==> src/rtl/loader_pkg.sv <==
// Shared types and defaults for the serial instruction-memory loader.
// Holds the loader state encoding, the byte-index width and the default parameter values.
package loader_pkg;

   typedef enum logic [2:0] {
      IDLE,
      LEN_LO,
      LEN_HI,
      DATA,
      WRITE,
      DONE,
      ERR
   } state_t;

   localparam int         IDX_W             = 2;   // selects one of four bytes per word
   localparam int         DEFAULT_MAX_WORDS = 64;
   localparam logic [7:0] DEFAULT_BASE_ADDR = 8'd0;

endpackage

==> src/rtl/word_assembler.sv <==
// Packs accepted bytes little-endian into a 32-bit instruction word.
// word is combinational and already contains the byte being accepted this cycle.
module word_assembler
   import loader_pkg::*;
(
   input  logic        clk,
   input  logic        rst,
   input  logic        accept,
   input  logic        clear,
   input  logic [7:0]  byte_in,
   output logic [31:0] word,
   output logic        word_full
);

   logic [IDX_W-1:0] idx_q, idx_d;
   logic [31:0]      word_q, word_d;

   always_comb begin
      word = word_q;
      for (int k = 0; k < 4; k++) begin
         if (accept && (idx_q == IDX_W'(k))) word[8*k +: 8] = byte_in;
      end
      word_full = accept && (idx_q == '1);

      idx_d  = idx_q;
      word_d = word_q;
      if (clear) begin
         idx_d  = '0;
         word_d = '0;
      end else if (accept) begin
         idx_d  = idx_q + 1'b1;
         word_d = word;
      end
   end

   // NOTE: sequential state uses non-blocking assignments so every flop samples pre-edge values.
   always_ff @(posedge clk or posedge rst) begin
      if (rst) begin
         idx_q  <= '0;
         word_q <= '0;
      end else begin
         idx_q  <= idx_d;
         word_q <= word_d;
      end
   end

endmodule

==> src/rtl/imem_loader.sv <==
// Boot loader: receives a 16-bit word count then little-endian words over a byte stream,
// writes them to instruction memory and holds the core until the image is complete.
module imem_loader
   import loader_pkg::*;
#(
   parameter int         MAX_WORDS = DEFAULT_MAX_WORDS,
   parameter logic [7:0] BASE_ADDR = DEFAULT_BASE_ADDR
)(
   input  logic        clk,
   input  logic        rst,
   input  logic        start,
   input  logic [7:0]  byte_in,
   input  logic        byte_valid,
   output logic        byte_ready,
   output logic        wr_en,
   output logic [7:0]  wr_addr,
   output logic [31:0] wr_data,
   output logic        cpu_hold,
   output logic        load_done,
   output logic        load_err
);

   localparam logic [15:0] MAX_N = 16'(MAX_WORDS);

   state_t      state_q, state_d;
   logic [15:0] len_q, len_d;
   logic [15:0] cnt_q, cnt_d;
   logic        byte_ready_q, byte_ready_d;
   logic        wr_en_q, wr_en_d;
   logic [7:0]  wr_addr_q, wr_addr_d;
   logic [31:0] wr_data_q, wr_data_d;
   logic        cpu_hold_q, cpu_hold_d;
   logic        load_done_q, load_done_d;
   logic        load_err_q, load_err_d;

   logic        accept;
   logic        asm_accept;
   logic        asm_clear;
   logic [31:0] asm_word;
   logic        asm_full;
   logic [15:0] len_word;

   assign accept     = byte_valid && byte_ready_q;
   assign asm_accept = accept && (state_q == DATA);
   assign len_word   = {byte_in, len_q[7:0]};

   word_assembler u_asm (
      .clk       (clk),
      .rst       (rst),
      .accept    (asm_accept),
      .clear     (asm_clear),
      .byte_in   (byte_in),
      .word      (asm_word),
      .word_full (asm_full)
   );

   // NOTE: every always_comb output gets a default first so no latch is inferred.
   always_comb begin
      state_d   = state_q;
      len_d     = len_q;
      cnt_d     = cnt_q;
      wr_addr_d = wr_addr_q;
      wr_data_d = wr_data_q;
      asm_clear = 1'b0;

      unique case (state_q)
         IDLE, DONE, ERR: begin
            if (start) begin
               state_d   = LEN_LO;
               cnt_d     = '0;
               asm_clear = 1'b1;
            end
         end
         LEN_LO: begin
            if (accept) begin
               len_d[7:0] = byte_in;
               state_d    = LEN_HI;
            end
         end
         LEN_HI: begin
            if (accept) begin
               len_d[15:8] = byte_in;
               state_d     = ((len_word == '0) || (len_word > MAX_N)) ? ERR : DATA;
            end
         end
         DATA: begin
            if (asm_full) begin
               state_d   = WRITE;
               wr_addr_d = BASE_ADDR + {cnt_q[5:0], 2'b00};
               wr_data_d = asm_word;
            end
         end
         WRITE: begin
            cnt_d   = cnt_q + 16'd1;
            state_d = (cnt_d == len_q) ? DONE : DATA;
         end
         default: state_d = IDLE;
      endcase

      // Outputs are registered from the next state so they line up with state_q.
      byte_ready_d = (state_d == LEN_LO) || (state_d == LEN_HI) || (state_d == DATA);
      wr_en_d      = (state_d == WRITE);
      cpu_hold_d   = !((state_d == IDLE) || (state_d == DONE));
      load_done_d  = (state_d == DONE);
      load_err_d   = (state_d == ERR);
   end

   always_ff @(posedge clk or posedge rst) begin
      if (rst) begin
         state_q      <= IDLE;
         len_q        <= '0;
         cnt_q        <= '0;
         byte_ready_q <= 1'b0;
         wr_en_q      <= 1'b0;
         wr_addr_q    <= '0;
         wr_data_q    <= '0;
         cpu_hold_q   <= 1'b0;
         load_done_q  <= 1'b0;
         load_err_q   <= 1'b0;
      end else begin
         state_q      <= state_d;
         len_q        <= len_d;
         cnt_q        <= cnt_d;
         byte_ready_q <= byte_ready_d;
         wr_en_q      <= wr_en_d;
         wr_addr_q    <= wr_addr_d;
         wr_data_q    <= wr_data_d;
         cpu_hold_q   <= cpu_hold_d;
         load_done_q  <= load_done_d;
         load_err_q   <= load_err_d;
      end
   end

   assign byte_ready = byte_ready_q;
   assign wr_en      = wr_en_q;
   assign wr_addr    = wr_addr_q;
   assign wr_data    = wr_data_q;
   assign cpu_hold   = cpu_hold_q;
   assign load_done  = load_done_q;
   assign load_err   = load_err_q;

endmodule
==> config.mk <==
export PLATFORM = sky130hd
export DESIGN_NAME = imem_loader
export DESIGN_NICKNAME = d
export VERILOG_FILES = /design/src/rtl/loader_pkg.sv /design/src/rtl/word_assembler.sv /design/src/rtl/imem_loader.sv
export SDC_FILE = /design/constraint.sdc
export NUM_CORES = 1
export LEC_CHECK = 0
export CORE_MARGIN = 5
export CORE_UTILIZATION = 55
export DETAILED_ROUTE_END_ITERATION = 7
export GPL_ROUTABILITY_DRIVEN = 0
export PLACE_DENSITY = 0.81
export SLEW_MARGIN = 5
export SYNTH_ARGS = -nofsm -noshare
export SYNTH_HDL_FRONTEND = slang
export SYNTH_SLANG_ARGS = --single-unit
==> constraint.sdc <==
create_clock -name clk -period 4.07 [get_ports clk]
set_clock_uncertainty 0.2 [all_clocks]
set_input_delay 0.814 -clock clk [delete_from_list [all_inputs] [get_ports clk]]
set_output_delay 0.814 -clock clk [all_outputs]
set_load 0.05 [all_outputs]
==> results.toml <==
[clock_tree]
cts.reportedPaths.clkPinSlew_ns = 0.12
cts_resized = 0
clkLatencyLatePin_ns = 0.38
cts_max_path_buffers = 2
clock-sinks = 104
h-tree-depth = 3
tritoncts = "yes"
cts_root_buffer = "clkbuf_8"
postCtsSetupBuffers = 0
numCtsBuffers = 9
hold_buffers = 0

[cells_and_area]
drive_above_1_share_pct = 8.39
stdcell_area_sq_um = 5860
insertedDiodeCount = 0
fillers = 738
area_growth_pct = 15.3
final_nets = 584

[place]
pre_cts_ws_ns = 0.645
io_buffer_count = 54
placed_area_sq_um = 5660
place_hpwl_mm = 8.22

[critical_path]
cp.required_ns = 4.17
crit_buf_inv = 3
worst_path_largest_cell_delay_ns = 0.47
crit_family = "simple AND/OR/NAND/NOR gates"
criticalPathCategory = "input pin to flip-flop"
crit_path_top_delay_cell = "clkdlybuf4s50_1"
cp_max_fo = 56
cp_cell_sequence = "clkdlybuf4s50_1 -> nand2_1 -> nor2_1 -> and3_1 -> nand2_1 -> inv_2 -> buf_12 -> nor2_1 -> a31oi_1"
crit_path_start_kind = "input pin"
arrival_ns = 3.16
endpoint_kind = "flip-flop"

[global_routing]
grt_pass1_wl_mm = 19.8
grt_max_degree = 65
grt_antenna_before_repair = 0
grt_pass1_vias = 3982
grt.total_usage_pct = 21.9
gr-total-overflow = 0

[logic_synthesis]
synth_top_cells_by_area = "dfrtp_1, nand2_1, mux2_2"
avgSynthCellArea_sq_um = 9.45
yosys_warnings = 0
synth_area_leader_cell = "dfrtp_1"
synth_top_area_share_pct = 51.2
synth_edf_count = 0
ys_ff_latch = 104
yosysSeqAreaShare_pct = 51.2
synth_ff_type = "dfrtp_1"
ys_async_sr_fraction_pct = 100
synth.distinct_cells = 54
syn_inst = 538
synth_area_sq_um = 5080

[die]
initial_core_util_pct = 55.8
coreArea_sq_um = 9110
rows = 35
fp.dieH_microns = 106
pin_count = 57
dieArea_sq_um = 11300
die_w_microns = 106

[sta]
tns_ns = 0
max-slew-margin-rel_pct = 46.6
timing.final.hold_violations = 0
drv_slew = 0
worst_slew_pin_slew_ns = 0.797
setup_ws_ns = 1.01
rsz0062_at_grt = "false"
setup_viol = 0
fin_worst_hold_slack_ns = 0.289
period_minus_slack_ns = 3.06
timing.final.crit_share_pct = 75.2
max_freq_ghz = 0.327

[outcome]
status = "complete, no violations"

[route]
remaining_drc_errors = 0
routed_wl_mm = 11.9
wire_per_inst_microns = 17.4
drtIter0Drc = 261
dr.pass1.iters = 5
viasPerCell = 5.88
ant_nets = 0
vias = 4019

[flow_run]
maxCapViolations = 0

[power_and_ir_drop]
powerDensity_nw_per_um2 = 691
leakage_uw = 0.00260
ir_worst_vdd_v = 0.000393

[worst_hold_path]
hold_class = "flip-flop to flip-flop"
-- cell usage in the layout (no fill, tap or decap), drive strengths merged, types with 3 or more instances in the layout --
cell type	instances
and3	3
nand2	128
a21o	5
o21ai	24
o31ai	4
buf	7
nor4	4
and4	4
xnor2	10
mux2	17
o41ai	4
nand4	6
inv	17
nor3	6
a31oi	28
clkbuf	10
a22o	16
nor2	47
xor2	11
o21a	4
a21oi	6
nand3b	5
dfrtp	104
and2	6
nand3	7
nor3b	4
ha	5
clkdlybuf4s50	54
-- sequential cells by signal, indices dropped and copies added, names as in the netlist, 2 cells and up --
register	cells
cnt_q	16
len_q	16
state_q	3
u_asm.idx_q	2
u_asm.word_q	24
wr_addr	6
wr_data	32
-- layer usage --
| metal | share of wire, % | routed length [microns] | global-route usage, % |
|---|---|---|---|
| met5 | 0 | 0 | 0 |
| met4 | 2.0 | 233 | 6.94 |
| met3 | 4.3 | 513 | 3.95 |
| met2 | 51 | 6070 | 37.6 |
| met1 | 43 | 5060 | 28.3 |
-- cells by family (layout without fill, tap and decap cells) --
| family | Yosys count | count (layout) | share of synthesized area [%] |
|---|---|---|---|
| compound gates | 105 | 105 | 14.4 |
| xor+xnor | 23 | 23 | 4.50 |
| fa+ha+maj | 5 | 5 | 1.23 |
| buf+inv | 55 | 88 | 4.55 |
| flops | 104 | 104 | 51.2 |
| mux | 19 | 19 | 4.16 |
| other cells | 1 | 2 | 0.0738 |
| simple gates | 226 | 226 | 19.9 |
-- cells in the mapped netlist, drive strengths merged, types with 6 or more instances --
library cell,n
mux2,17
inv,11
nand3,7
a21oi,6
nand4,6
nor2,47
a22o,16
nor3,6
a31oi,28
nand2,128
o21ai,24
xor2,11
and2,6
buf,15
xnor2,10
clkbuf,29
dfrtp,104
-- worst reg2reg max path, cell delays in order (launching register included) --
cell and delay, ns:
dfrtp_1 0.54, ha_1 0.35, nand3_1 0.23, nor3_1 0.38, nand3_1 0.13, o31a_1 0.14, nor4_2 0.40, a21oi_1 0.19
nor3_1 0.21
-- report_power, final --
part / switching (uW) / internal (uW) / total [uW] / leakage (uW)
combinational: 1060 / 682 / 1750 / 0.00109
clock: 396 / 263 / 660 / 0.000107
sequential: 292 / 1350 / 1640 / 0.00140
total: 1750 / 2300 / 4050 / 0.00260
-- area by class of cell --
class                   instances  area, sq um  area share [%]
clock buffers                  10          138            2.35
clock inverters                 6         65.1            1.11
inverters                      11         43.8           0.747
multi-input cells             380         2250            38.5
flip-flops and latches        104         2600            44.4
well taps                     111          139            2.37
repair buffers                 61          618            10.5
-- metrics by stage --
stage,util [%],std cells,total power (uW)
3_3_place_gp,62.1,667,3330
3_5_place_dp,62.1,667,3400
2_1_floorplan,-,539,2870
5_1_grt,64.3,683,4280
4_1_cts,64.3,683,4070
6_report,64.3,683,4050
-- final timing paths --
kind | startpoint | to | slack [ns] | cells after the start
min | wr_data[29] | wr_data[29] | 0.29 | 2
min reg2reg | wr_data[29] | wr_data[29] | 0.29 | 2
min in group asynchronous | rst | cnt_q[5] | 0.75 | 2
max in group asynchronous | rst | state_q[1] | 2.24 | 3
max reg2reg | cnt_q[0] | load_done | 1.23 | 8
max | byte_valid | wr_data[21] | 1.01 | 9
Power figures use the tool's default switching activity.
